<file path="src/rtl/label_vote_classifier.sv">
// Label vote classifier: accumulates per-label fire counts over several upstream
// layer passes, then scans the counters for the most-voted label.
module label_vote_classifier #(
  parameter int bitlength       = 12,
  parameter int label_dim       = 10,
  parameter int vote_rounds     = 8,
  parameter int count_bitlength = 8
) (
  input  logic                           clock,
  input  logic                           reset,
  input  logic                           start,
  input  logic                           layer_finish,
  input  logic [label_dim*bitlength-1:0] LayerData,
  output logic                           layer_restart,
  output logic                           busy,
  output logic [bitlength-1:0]           class_out,
  output logic                           no_vote,
  output logic                           class_valid,
  output logic [2:0]                     state_dbg
);

  localparam int IdxW = (label_dim > 1) ? $clog2(label_dim) : 1;
  localparam logic [7:0] RoundsLast = 8'(vote_rounds);
  localparam logic [IdxW-1:0] IdxLast = IdxW'(label_dim - 1);
  localparam logic [count_bitlength-1:0] CntMax = '1;

  typedef enum logic [2:0] {
    S_IDLE    = 3'd0,
    S_WAIT    = 3'd1,
    S_ACCUM   = 3'd2,
    S_RESTART = 3'd3,
    S_SCAN    = 3'd4,
    S_DONE    = 3'd5
  } state_t;

  state_t                     state_q, state_d;
  logic [count_bitlength-1:0] count_q [label_dim];
  logic [count_bitlength-1:0] count_d [label_dim];
  logic [7:0]                 round_q, round_d, round_inc;
  logic [IdxW-1:0]            idx_q, idx_d;
  logic [IdxW-1:0]            best_q, best_d;
  logic [label_dim-1:0]       fire_q, fire_d;
  logic                       skip_q, skip_d;
  logic [bitlength-1:0]       class_q, class_d;
  logic                       no_vote_q, no_vote_d;

  // Only bit 0 of each field is a vote; the remaining field bits are don't-care.
  logic unused_layer_bits;
  assign unused_layer_bits = ^LayerData;

  always_comb begin
    state_d   = state_q;
    round_d   = round_q;
    idx_d     = idx_q;
    best_d    = best_q;
    fire_d    = fire_q;
    skip_d    = skip_q;
    class_d   = class_q;
    no_vote_d = no_vote_q;
    round_inc = round_q + 8'd1;
    for (int k = 0; k < label_dim; k++) begin
      count_d[k] = count_q[k];
    end

    case (state_q)
      S_IDLE: begin
        if (start) begin
          for (int k = 0; k < label_dim; k++) begin
            count_d[k] = '0;
          end
          round_d = '0;
          idx_d   = '0;
          best_d  = '0;
          skip_d  = 1'b0;
          state_d = S_WAIT;
        end
      end
      S_WAIT: begin
        // skip_q masks the first WAIT cycle after a restart, when the upstream
        // finish level may still be the stale one from the previous pass.
        skip_d = 1'b0;
        if (layer_finish && !skip_q) begin
          for (int k = 0; k < label_dim; k++) begin
            fire_d[k] = LayerData[k*bitlength];
          end
          state_d = S_ACCUM;
        end
      end
      S_ACCUM: begin
        for (int k = 0; k < label_dim; k++) begin
          if (fire_q[k] && (count_q[k] != CntMax)) begin
            count_d[k] = count_q[k] + count_bitlength'(1);
          end
        end
        round_d = round_inc;
        idx_d   = '0;
        best_d  = '0;
        state_d = (round_inc == RoundsLast) ? S_SCAN : S_RESTART;
      end
      S_RESTART: begin
        skip_d  = 1'b1;
        state_d = S_WAIT;
      end
      S_SCAN: begin
        if (count_q[idx_q] > count_q[best_q]) begin
          best_d = idx_q;
        end
        // Result registers load on the edge into DONE so they are valid while
        // class_valid is high.
        if (idx_q == IdxLast) begin
          class_d   = bitlength'(best_d);
          no_vote_d = (count_q[best_d] == '0);
          state_d   = S_DONE;
        end else begin
          idx_d = idx_q + IdxW'(1);
        end
      end
      S_DONE: begin
        state_d = S_IDLE;
      end
      default: begin
        state_d = S_IDLE;
      end
    endcase
  end

  always_ff @(posedge clock or negedge reset) begin
    if (!reset) begin
      state_q   <= S_IDLE;
      round_q   <= '0;
      idx_q     <= '0;
      best_q    <= '0;
      fire_q    <= '0;
      skip_q    <= 1'b0;
      class_q   <= '0;
      no_vote_q <= 1'b0;
      for (int k = 0; k < label_dim; k++) begin
        count_q[k] <= '0;
      end
    end else begin
      state_q   <= state_d;
      round_q   <= round_d;
      idx_q     <= idx_d;
      best_q    <= best_d;
      fire_q    <= fire_d;
      skip_q    <= skip_d;
      class_q   <= class_d;
      no_vote_q <= no_vote_d;
      for (int k = 0; k < label_dim; k++) begin
        count_q[k] <= count_d[k];
      end
    end
  end

  assign busy          = (state_q != S_IDLE);
  assign layer_restart = (state_q == S_RESTART);
  assign class_valid   = (state_q == S_DONE);
  assign class_out     = class_q;
  assign no_vote       = no_vote_q;
  assign state_dbg     = state_q;

endmodule
</file>
<file path="config.mk">
export PLATFORM = sky130hd
export DESIGN_NAME = label_vote_classifier
export DESIGN_NICKNAME = d
export VERILOG_FILES = /design/src/rtl/label_vote_classifier.sv
export SDC_FILE = /design/constraint.sdc
export NUM_CORES = 1
export LEC_CHECK = 0
export CAP_MARGIN = 20
export CORE_ASPECT_RATIO = 0.7
export CORE_MARGIN = 1.5
export CORE_UTILIZATION = 48
export DETAILED_ROUTE_END_ITERATION = 7
export PLACE_DENSITY = 0.77
export REMOVE_ABC_BUFFERS = 1
export SYNTH_ARGS = -nofsm -noshare
export SYNTH_HDL_FRONTEND = slang
export SYNTH_SLANG_ARGS = --single-unit
export TNS_END_PERCENT = 20
</file>
<file path="constraint.sdc">
create_clock -name clock -period 4.73 [get_ports clock]
set_input_delay 0.946 -clock clock [delete_from_list [all_inputs] [get_ports clock]]
set_output_delay 0.946 -clock clock [all_outputs]
set_load 0.02 [all_outputs]
</file>
==> results_dict.tcl <==
set metrics [dict create \
    status "finished, final reports clean" \
    grt_max_degree 60 \
    p_per_area_nw_per_um2 452 \
    grt_pass1_vias 5658 \
    critPathTopFamily "simple AND/OR/NAND/NOR gates" \
    htree_levels 4 \
    clk_pin_slew_ns 0.05 \
    mostFrequentLayoutCell "dfrtp_1" \
    hpwlAfterDp_mm 13.2 \
    detail_route.vias_per_cell 6.23 \
    slowest_stage "or4b_1" \
    dieArea_sq_um 16100 \
    rsz0062_at_grt "no" \
    port-buffer-count 24 \
    crit_path_end_kind "flip-flop" \
    synth.distinct_cells 61 \
    finalCritPeriodShare 0.954 \
    route.final.wire_length_mm 19.0 \
    most-common-layout-cells "dfrtp_1 (115), nor2_1 (95), nand2_1 (76)" \
    crit_chain "buf_12, mux4_2, a221oi_1, a21oi_1, ha_1, nand4_1, or2_1, nand2_1, o32ai_1, a311o_1, nor4_1, a2111oi_0, or4b_1, a221oi_2" \
    cts_hold_buffers 0 \
    cts_max_path_buffers 2 \
    synth_area_sq_um 7360 \
    via_count 6149 \
    die_w_um 151 \
    clkLatencyLatePin_ns 0.41 \
    max-cap-violations 0 \
    yosysWarnings 0 \
    required_ns 5.04 \
    antenna_found_initial 0 \
    critPathBufInv 1 \
    cts_resized 0 \
    crit_cells 14 \
    nets 927 \
    gr-total-overflow 0 \
    grt_use_total 0.253 \
    hold_path.class "reg -> reg" \
    cts_tree "done" \
    total_power_mw 3.78 \
    worst_setup_path_start_kind "flip-flop" \
    slew_headroom 0.435 \
    cts_buffers 17 \
    drive_gt1_frac 0.149 \
    cp_slowest_stage_delay_ns 0.62 \
    ys_ff_latch 115 \
    cellLeakagePower_nw 3.61 \
    reg2reg_depth 14 \
    crit_arrival_ns 4.82 \
    ant_nets 0 \
    critPathKind "reg -> reg" \
    die_h_um 107 \
    async_flop_share 1.00 \
    hold_start "class_out[1]$_DFFE_PN0P_" \
    ir_drop_v 0.000269 \
    synth_flop_cell "dfrtp_1" \
    reg2reg_setup_slack_ns 0.22 \
    fill_cells 1253 \
    ios 143 \
    hold_viol_final 0 \
    setup.worst_path.start "idx_q[0]$_DFFE_PN0P_" \
    slew_violations 0 \
    setup_tns_ns 0 \
    drt_iter0_markers 639 \
    gp_congestion 0.960 \
    worstHoldPathCells 2 \
    synth_edf_count 0 \
    remaining_drc_errors 0 \
    syn2layout_area_growth_pct 13.8 \
    yosysTopAreaCell "dfrtp_1" \
    firstDrtPassIters 5 \
    postCtsSetupBuffers 0 \
    start_util 0.495 \
    wl_per_cell_um 19.2 \
    core-area_sq_um 14900 \
    grt_pass1_wl_mm 31.0 \
    synth_largest_type_area_fraction 0.391 \
    finalSetupViolCount 0 \
    period_needed_ns 4.51 \
    tightest_slew_ns 0.826 \
    synth_area_per_cell_sq_um 9.72 \
    synth_area_leaders "dfrtp_1 (39%), mux4_2 (9.8%), nor2_1 (4.8%), mux2_2 (4.4%), xor2_1 (4.4%)" \
    timing.rr.start "idx_q[0]$_DFFE_PN0P_" \
    hold_path_end "class_out[1]$_DFFE_PN0P_" \
    r2r-end "no_vote$_DFFE_PN0P_" \
    synthCells 757 \
    fmax_mhz 222 \
    clock_sinks 115 \
    clockRootBuffer "clkbuf_16" \
    skew_ns 0.00545 \
    cp_max_fo 31 \
    num_rows 37 \
    yosysSeqAreaShare 0.391 \
    n_antenna_cell 0 \
]
==> through the flow <==
step	cells	setup WS, ns	hold slack [ns]	area [sq um]	utilization
6_report	987	0.219	0.481	8380	0.564
5_1_grt	987	0.0488	0.529	8380	0.564
4_1_cts	987	0.216	0.482	8370	0.563
3_5_place_dp	958	0.275	0.471	7830	0.527
3_3_place_gp	958	0.349	0.460	7830	0.527
2_1_floorplan	719	0.0110	0.473	7170	-
==> sequential cells by signal (all words and copies together) (netlist names) <==
| signal | count |
|---|---|
| skip_q | 1 |
| class_out | 4 |
| fire_q | 10 |
| idx_q | 4 |
| best_q | 4 |
| count_q | 80 |
| no_vote | 1 |
| round_q | 8 |
| state_dbg | 3 |
==> how the worst max path moves through the flow <==
stage	end	slack, ns
after floorplan	no_vote$_DFFE_PN0P_	0.01
after global placement	no_vote$_DFFE_PN0P_	0.35
after detailed placement	no_vote$_DFFE_PN0P_	0.28
after CTS	no_vote$_DFFE_PN0P_	0.22
after global routing	no_vote$_DFFE_PN0P_	0.05
final	no_vote$_DFFE_PN0P_	0.22
==> cell type report <==
class                           count  area (sq um)  area share
Multi-Input combinational cell    590          4250       0.507
Sequential cell                   115          2880       0.344
Clock buffer                       23           488      0.0583
Timing Repair Buffer               44           413      0.0493
Tap cell                          195           244      0.0291
Clock inverter                      6          55.1     0.00657
Inverter                           14          52.6     0.00627
==> cell usage after synthesis (all sizes together) (4+ instances only) <==
library cell	instances
nor3b	4
nand4	19
and3	14
mux4	33
or3	7
xnor2	18
and2	6
mux2i	8
and4	5
or4	7
xor2	37
a22oi	9
nor2	95
a32o	4
a2bb2oi	7
dfrtp	115
nand2	76
buf	16
o211ai	4
a221oi	8
nor2b	4
ha	21
a21oi	24
inv	12
o21ai	47
clkbuf	29
nor4	7
nor3	8
nand3	48
mux2	29
o31ai	5
==> worst reg2reg max path, delay by kind of cell (launching register included) <==
kind | cells | cell delay, ns
adder cells (fa/ha/maj) | 1 | 0.34
AND/OR/NAND/NOR | 5 | 1.50
buffers and inverters | 1 | 0.22
flip-flops | 1 | 0.37
AO/OA/AOI/OAI | 6 | 1.38
multiplexers | 1 | 0.59
==> kinds of logic (layout without fill, tap and decap cells) <==
kind of cell | after synthesis | count (layout) | synth area share
AOI/OAI and AO/OA | 125 | 125 | 0.112
xor gates and xnor gates | 55 | 55 | 0.0655
muxes | 70 | 70 | 0.157
adders and majority gates | 21 | 21 | 0.0357
other | 1 | 8 | 0.000510
DFF | 115 | 115 | 0.391
buffers and inverters | 59 | 87 | 0.0364
and+or+nand+nor | 311 | 311 | 0.203
==> power by group <==
part / switching [mW] / internal [mW] / total, mW / leakage (nW)
clock network: 0.427 / 0.763 / 1.19 / 0.274
logic: 0.719 / 0.547 / 1.27 / 1.76
registers: 0.204 / 1.12 / 1.33 / 1.57
==> layer usage <==
layer / track usage / vias up / share of wire
met2: 0.340 / 245 / 0.41
met5: 0 / - / 0
met4: 0.0735 / 0 / 0.018
met3: 0.0736 / 31 / 0.093
li1: - / 2820 / -
met1: 0.390 / 3053 / 0.48
(Power assumes the default switching activity.)
==> RTL change (same flow settings) <==
The parameter `bitlength` goes from 12 to 24.
--- a/src/rtl/label_vote_classifier.sv
+++ b/src/rtl/label_vote_classifier.sv
@@ -1,7 +1,7 @@
 // Label vote classifier: accumulates per-label fire counts over several upstream
 // layer passes, then scans the counters for the most-voted label.
 module label_vote_classifier #(
-  parameter int bitlength       = 12,
+  parameter int bitlength       = 24,
   parameter int label_dim       = 10,
   parameter int vote_rounds     = 8,
   parameter int count_bitlength = 8
Interface: changed (resized LayerData and class_out); port bits go from 143 to 275. No check against the original RTL was run, so the function may have changed too.
==> RTL change against the unedited design <==
- sequential cell count unchanged
- setup slack got worse by 0.021 ns
- die area grew 1.2%
- count of clock-buffer cells in the layout down 2
- power grew 5.9%
- wire length up 4.1%
- clock power increased by 19%
- non-clock buffer count is 2 lower
- worst hold slack got worse by 0.00079 ns
- area after synthesis is 1.2% higher
- final area increased by 1.9%
- synthesized cell count is 1.6% higher
- critical endpoint unchanged
==> RTL change: results <==
[power]
swShare_pct = 34.9
p_leak_uw = 0.00368

[worst_hold_path]
hold_end = "class_out[0]$_DFFE_PN0P_"
min_from = "class_out[0]$_DFFE_PN0P_"

[critical_path]
r2r_setup_slack_ns = 0.20
crit_arrival_ns = 4.86
cp_slowest_cell = "dfrtp_1"
reg2reg_from = "best_q[1]$_DFFE_PN0P_"

[route]
wl_met2_um = 8570
wl_per_cell_um = 19.7
vias_per_cell = 6.23
wl_met1_um = 8570
drt-total-wl_um = 19700
first_pass_iters = 7
wl_met3_um = 2340

[global_routing]
grt_use_met1_pct = 36.4
track_usage_pct = 25.2
met2_usage_pct = 36.5
grt_pass1_wl_um = 31900
grt_max_degree = 61
grt_pass1_vias = 5911
use_met3_pct = 7.44

[status]
status = "finished, final reports clean"

[timing]
hold_slack_ns = 0.480
worst_slew_pin_slew_ns = 0.951
clock-skew-final_ns = 0.00901
min_period_ns = 4.53

[place]
detailed_place_hpwl_um = 13400
place_congestion = 0.964
place_area_um2 = 7860
dp_cells = 967

[logic_synthesis]
synth_area_leaders = "dfrtp_1 (39%), mux4_2 (9.7%), nor2_1 (4.8%), mux2_2 (4.4%), xor2_1 (4.4%)"
syn_inst = 769
synthMuxAreaShare_pct = 15.5
synthXorXnorAreaFrac_pct = 6.47
synth_compound_area_share_pct = 11.0

[finish]
nets = 1057
nFillCells = 1255

[cts]
clk_latency_ns = 0.43
-- RTL change: changes by cell type after synthesis, sizes merged --
cell,unedited run,this run
buf,16,28
-- RTL change: power groups by stage --
stage / clock, uW / sequential [uW] / combinational, uW
finish: 1420 / 1340 / 1250
global route: 1470 / 1370 / 1380
CTS: 1420 / 1330 / 1210
detailed placement: 0 / 1350 / 1200
global placement: 0 / 1330 / 1180
floorplan: 0 / 1280 / 836
-- RTL change: area by class of cell --
| cell class | instances | area (um^2) | share of cell area [%] |
|---|---|---|---|
| clock inverter | 11 | 174 | 2.04 |
| sequential | 115 | 2880 | 33.7 |
| timing repair buffer | 42 | 423 | 4.95 |
| tap | 195 | 244 | 2.86 |
| inverter | 14 | 52.6 | 0.615 |
| clock buffer | 21 | 480 | 5.63 |
| multi-input combinational | 602 | 4290 | 50.2 |
